<file path="config.mk">
export PLATFORM = sky130hd
export DESIGN_NAME = kronos_id_param
export DESIGN_NICKNAME = d
export VERILOG_FILES = /design/src/rtl/kronos_id_param.sv
export SDC_FILE = /design/constraint.sdc
export NUM_CORES = 1
export LEC_CHECK = 0
export CORE_ASPECT_RATIO = 0.6
export CORE_MARGIN = 2
export CORE_UTILIZATION = 50
export CTS_CLUSTER_DIAMETER = 100
export CTS_CLUSTER_SIZE = 30
export DETAILED_ROUTE_END_ITERATION = 10
export PLACE_DENSITY_LB_ADDON = 0.15
export SKIP_LAST_GASP = 1
export SYNTH_ARGS = -nofsm -noshare
export SYNTH_HDL_FRONTEND = slang
export SYNTH_SLANG_ARGS = --single-unit
</file>
<file path="constraint.sdc">
create_clock -name clk -period 2.6 [get_ports clk]
set_clock_uncertainty 0.05 [all_clocks]
set_input_delay 0.52 -clock clk [delete_from_list [all_inputs] [get_ports clk]]
set_output_delay 0.52 -clock clk [all_outputs]
set_load 0.01 [all_outputs]
</file>
<file path="src/rtl/kronos_id_param.sv">
// Kronos decode stage: OPIMM/OP/LUI/AUIPC decode, NREG-deep register file, one-entry output register.
// Define KRONOS_ID_BYPASS_EN to forward same-edge writeback data into the operands.
module kronos_id_param #(
  parameter int          NREG        = 32,
  parameter logic [31:0] RESET_PC_OP = 32'h0
) (
  input  logic        clk,
  input  logic        rstz,
  input  logic        flush,
  input  logic [31:0] ifid_pc,
  input  logic [31:0] ifid_ir,
  input  logic        pipe_in_vld,
  output logic        pipe_in_rdy,
  output logic [31:0] idex_op1,
  output logic [31:0] idex_op2,
  output logic        idex_rs1_read,
  output logic        idex_rs2_read,
  output logic [4:0]  idex_rs1,
  output logic [4:0]  idex_rs2,
  output logic        idex_illegal,
  output logic        pipe_out_vld,
  input  logic        pipe_out_rdy,
  input  logic [31:0] regwr_data,
  input  logic [4:0]  regwr_sel,
  input  logic        regwr_en
);

  localparam int AW = $clog2(NREG);

  localparam logic [6:0] OPC_OPIMM = 7'b0010011;
  localparam logic [6:0] OPC_OP    = 7'b0110011;
  localparam logic [6:0] OPC_LUI   = 7'b0110111;
  localparam logic [6:0] OPC_AUIPC = 7'b0010111;

  typedef enum logic {EMPTY, FULL} state_t;

  typedef struct packed {
    logic [31:0] op1;
    logic [31:0] op2;
    logic [4:0]  rs1;
    logic [4:0]  rs2;
    logic        rs1_read;
    logic        rs2_read;
    logic        illegal;
  } pkt_t;

  localparam pkt_t PKT_IDLE = pkt_t'({RESET_PC_OP, RESET_PC_OP, 13'b0});

  state_t      state_reg;
  pkt_t        pkt_reg;
  pkt_t        pkt_next;
  logic [31:0] rf [NREG];
  logic        accept;
  logic        use1;
  logic        use2;
  logic        unused_rd_bits;

  // The destination field is consumed further down the pipe, not here.
  assign unused_rd_bits = ^ifid_ir[11:7];

  // Storage is deliberately left unreset so it maps onto plain RAM.
  always_ff @(posedge clk) begin
    if (regwr_en && regwr_sel != 5'd0 && {27'b0, regwr_sel} < NREG)
      rf[regwr_sel[AW-1:0]] <= regwr_data;
  end

  function automatic logic in_range(input logic [4:0] idx);
    return {27'b0, idx} < NREG;
  endfunction

  function automatic logic [31:0] read_src(input logic [4:0] idx);
    if (idx == 5'd0 || !in_range(idx))
      return 32'h0;
`ifdef KRONOS_ID_BYPASS_EN
    if (regwr_en && regwr_sel == idx)
      return regwr_data;
`endif
    return rf[idx[AW-1:0]];
  endfunction

  always_comb begin
    pkt_next     = '0;
    use1         = 1'b0;
    use2         = 1'b0;
    pkt_next.rs1 = ifid_ir[19:15];
    pkt_next.rs2 = ifid_ir[24:20];
    case (ifid_ir[6:0])
      OPC_OPIMM: begin
        use1         = 1'b1;
        pkt_next.op1 = read_src(ifid_ir[19:15]);
        pkt_next.op2 = {{20{ifid_ir[31]}}, ifid_ir[31:20]};
      end
      OPC_OP: begin
        use1         = 1'b1;
        use2         = 1'b1;
        pkt_next.op1 = read_src(ifid_ir[19:15]);
        pkt_next.op2 = read_src(ifid_ir[24:20]);
      end
      OPC_LUI: begin
        pkt_next.op2 = {ifid_ir[31:12], 12'b0};
      end
      OPC_AUIPC: begin
        pkt_next.op1 = ifid_pc;
        pkt_next.op2 = {ifid_ir[31:12], 12'b0};
      end
      default: pkt_next.illegal = 1'b1;
    endcase
    if ((use1 && !in_range(ifid_ir[19:15])) || (use2 && !in_range(ifid_ir[24:20])))
      pkt_next.illegal = 1'b1;
    pkt_next.rs1_read = use1 && (ifid_ir[19:15] != 5'd0);
    pkt_next.rs2_read = use2 && (ifid_ir[24:20] != 5'd0);
  end

  assign pipe_in_rdy = ~flush & (~pipe_out_vld | pipe_out_rdy);
  assign accept      = pipe_in_vld & pipe_in_rdy;

  // Going empty also parks the operands at their idle value.
  always_ff @(posedge clk or negedge rstz) begin
    if (!rstz) begin
      state_reg <= EMPTY;
      pkt_reg   <= PKT_IDLE;
    end else if (flush) begin
      state_reg <= EMPTY;
      pkt_reg   <= PKT_IDLE;
    end else if (accept) begin
      state_reg <= FULL;
      pkt_reg   <= pkt_next;
    end else if (state_reg == FULL && pipe_out_rdy) begin
      state_reg <= EMPTY;
      pkt_reg   <= PKT_IDLE;
    end
  end

  assign pipe_out_vld  = (state_reg == FULL);
  assign idex_op1      = pkt_reg.op1;
  assign idex_op2      = pkt_reg.op2;
  assign idex_rs1      = pkt_reg.rs1;
  assign idex_rs2      = pkt_reg.rs2;
  assign idex_rs1_read = pkt_reg.rs1_read;
  assign idex_rs2_read = pkt_reg.rs2_read;
  assign idex_illegal  = pkt_reg.illegal;

endmodule

</file>
==> reports/results.txt <==
Max H-tree Level - 2
Max Cap Viol - 0
Clock transition at the registers of the reported paths - 0.12 ns
Crit-path max FO - 4
Chip Height - 249 µm
Post-synth cell types - 51
Remaining antenna violation count - 0
Post-Synthesis Cells - 2414
Status - finished, final reports clean
Vias in the first global route - 30500
Final period utilization - 0.972
Area delta synth->final - 17.9%
Power, Total - 32.2 mW
Slew HR - 0.274
Clock period minus worst slack - 2.53 ns
Pleak - 19.0 nW
Unrepaired setup endpoints after global routing - false
DR pass1 iterations - 5
Detail-routed net length per standard cell - 40.1 µm
Clock sinks - 1102
Core area - 98600 µm²
Synthesis-stage register bit count - 1102
IO buf count - 180
Vias - 31000
Net switching power figure - 7.50 mW
Slew of the pin with the lowest slew margin - 1.09 ns
Clock Latency Late Sink - 0.66 ns
Switching part of the total - 0.233
Row count - 89
Dpl cells - 4169
CTS tree - built
Reg-to-Reg Start - pipe_out_vld$_DFFE_PN0P_
Startpoint Class - flip-flop
Initial antenna violation count - 5
# IOs - 186
TritonCTS Buffers - 42
GR Overflow Total - 0
Logic pwr share - 0.114
Ys Warns - 0
Post-synthesis sequential area ratio - 0.656
Register area - 32700 µm²
Final Max Slew Viols - 0
Synth top area cells - edfxtp_1 (62%), mux4_2 (24%), dfrtp_1 (3.9%)
Share of the synthesized area in the top cell type - 0.617
Peak supply drop - 0.000391 V
Final nets - 3002
Finish-stage setup viols - 0
DP Wirelength - 113 mm
Worst Path Required - 2.03 ns
Multi-input gate area - 16500 µm²
Initial Util - 0.506
First-pass GRT wire length - 237 mm
Clock Path Buffers - 3
Setup bufs post-CTS - 0
Crit Path Class - reg -> out
Reg2Reg Setup Slack - 0.08 ns
WL final - 170 mm
Worst Setup End Kind - primary output
Reg power frac - 0.613
Worst Setup EP - pipe_in_rdy
Routability cong. - 0.911
Fill count - 6997
Clock Power Share - 0.273
Drt initial violations - 5477
Mean Syn Cell Area - 20.7 µm²
Share of cells above drive strength 1 - 0.364
Die W - 412 µm
Max Fclk - 0.396 GHz
Residual DRC - 0
Critical path arrival - 1.96 ns
Power Density - 548 nW/µm²
Worst Hold Class - in -> async
Number of vias per cell - 7.30
Launch point of the worst path - pipe_out_vld$_DFFE_PN0P_
Internal power - 24.7 mW
Full die area - 102000 µm²
Synth Cell Area - 49900 µm²
Final non-filler cell total - 4249
Leading area contributor after synthesis - edfxtp_1
Worst R2R End - idex_op1[19]$_DFFE_PN0P_
Final hold vios - 0
R2r worst-path depth - 7
Largest net degree at the start of global routing - 47
GRT Util Overall - 0.333
CTS Root Cell - clkbuf_16
area by class of cell:
class                      count  area share
tap                         1319      0.0281
sequential                  1102       0.557
multi-input combinational   1144       0.281
clock buffer                  77      0.0214
antenna                        1   0.0000426
clock inverter                 1    0.000149
timing repair buffer         600       0.112
inverter                       5    0.000341
power by group through the flow:
stage	sequential, mW	combinational [mW]	clock [mW]
2_1_floorplan	20.1	1.79	0
3_3_place_gp	20.1	3.55	0
3_5_place_dp	20.1	3.60	0
4_1_cts	19.7	3.61	8.80
5_1_grt	19.7	3.79	9.36
6_report	19.7	3.66	8.79
Yosys cell counts (all sizes together):
master      n
edfxtp   1024
mux4      542
buf       119
a22oi      88
dfrtp      78
nor2       76
clkbuf     75
a221o      45
nand2      44
o22ai      38
mux2i      36
nor2b      28
a221oi     23
a2111oi    22
and2       22
a211oi     17
a22o       16
a21oi      15
or4        13
nor3       10
nand4       9
a31oi       8
nand3       8
o21ai       8
nand2b      7
nor4        6
a41oi       5
and4        4
inv         4
nand3b      3
nor3b       3
o2111ai     3
or3         3
and3        2
o31ai       2
or2         2
a2111o      1
and3b       1
clkinv      1
conb        1
nor4b       1
o41ai       1
metrics by stage:
stage	util	worst slack [ns]	cell area, µm²	hold slack [ns]	TNS (ns)
CTS	0.596	0.0392	58800	0.206	0
finish	0.596	0.0733	58800	0.243	0
global placement	0.583	-0.539	57500	0.387	-22.56
global route	0.596	0.00576	58800	0.237	0
detailed placement	0.583	-0.620	57500	0.389	-23.70
floorplan	-	-0.212	50000	0.174	-81.41
worst max-delay path, cell delays in order (launching register included):
cell,delay [ns]
dfrtp_1,0.43
nor2b_1,0.18
nor2_1,0.14
clkdlybuf4s50_1,0.56
flip-flops by register name (all words and copies together), names as in the netlist:
name	count
rf	1024
idex_rs1	5
idex_illegal	1
idex_rs1_read	1
idex_op2	32
idex_rs2	5
pipe_out_vld	1
idex_op1	32
idex_rs2_read	1
cells in the final DEF (no fill, tap or decap), types with 6 or more instances in the layout:
master,netlist,layout
dfrtp_1,78,78
conb_1,1,32
clkbuf_1,73,31
a221oi_1,23,23
a31oi_1,8,8
a211oi_1,17,17
clkdlybuf4s50_1,0,170
mux4_2,542,542
buf_12,0,132
nand2_1,44,44
nand3_1,8,8
nor2b_1,28,28
a2111oi_0,22,18
a221o_1,45,45
a22o_1,16,16
and2_1,22,22
nor2_4,0,32
a21oi_1,15,15
edfxtp_1,1024,1024
o21ai_0,8,8
a22oi_1,88,88
buf_4,24,289
nor2_1,75,43
mux2i_1,36,36
nand2b_1,7,7
nor3_2,0,6
clkbuf_16,0,45
nand4_1,9,9
o22ai_1,38,38
or4_1,13,12
cell families after synthesis:
group / share of synthesized area
buf+inv: 0.0210
simple gates: 0.0248
compound gates: 0.0461
mux: 0.252
flops: 0.656
other cells: 0.0000752
per-layer routing:
layer / vias up / wire length [µm] / track usage
li1: 11500 / - / -
met1: 16600 / 65400 / 0.505
met2: 2573 / 73500 / 0.469
met3: 297 / 26000 / 0.102
met4: 0 / 5410 / 0.0893
met5: - / 0 / 0
worst min path at each step:
| stage | from | to | slack, ns | cells past startpoint |
|---|---|---|---|---|
| floorplan | rstz | idex_illegal$_DFFE_PN0P_ | 0.17 | 0 |
| global placement | rstz | idex_op1[26]$_DFFE_PN0P_ | 0.39 | 1 |
| detailed placement | rstz | idex_op1[26]$_DFFE_PN0P_ | 0.39 | 1 |
| CTS | rstz | idex_op1[26]$_DFFE_PN0P_ | 0.21 | 2 |
| global route | rstz | idex_op1[26]$_DFFE_PN0P_ | 0.24 | 2 |
| finish | rstz | idex_op1[26]$_DFFE_PN0P_ | 0.24 | 2 |
repair_timing:
| action | CTS | global route |
|---|---|---|
| setup endpoints to repair | 0 | 4 |
| resized for setup | 0 | 4 |
| hold buffers | 1 | 0 |
| endpoints found under the hold margin | 12 | 0 |
Note: power is estimated with default switching activity, not from simulation.
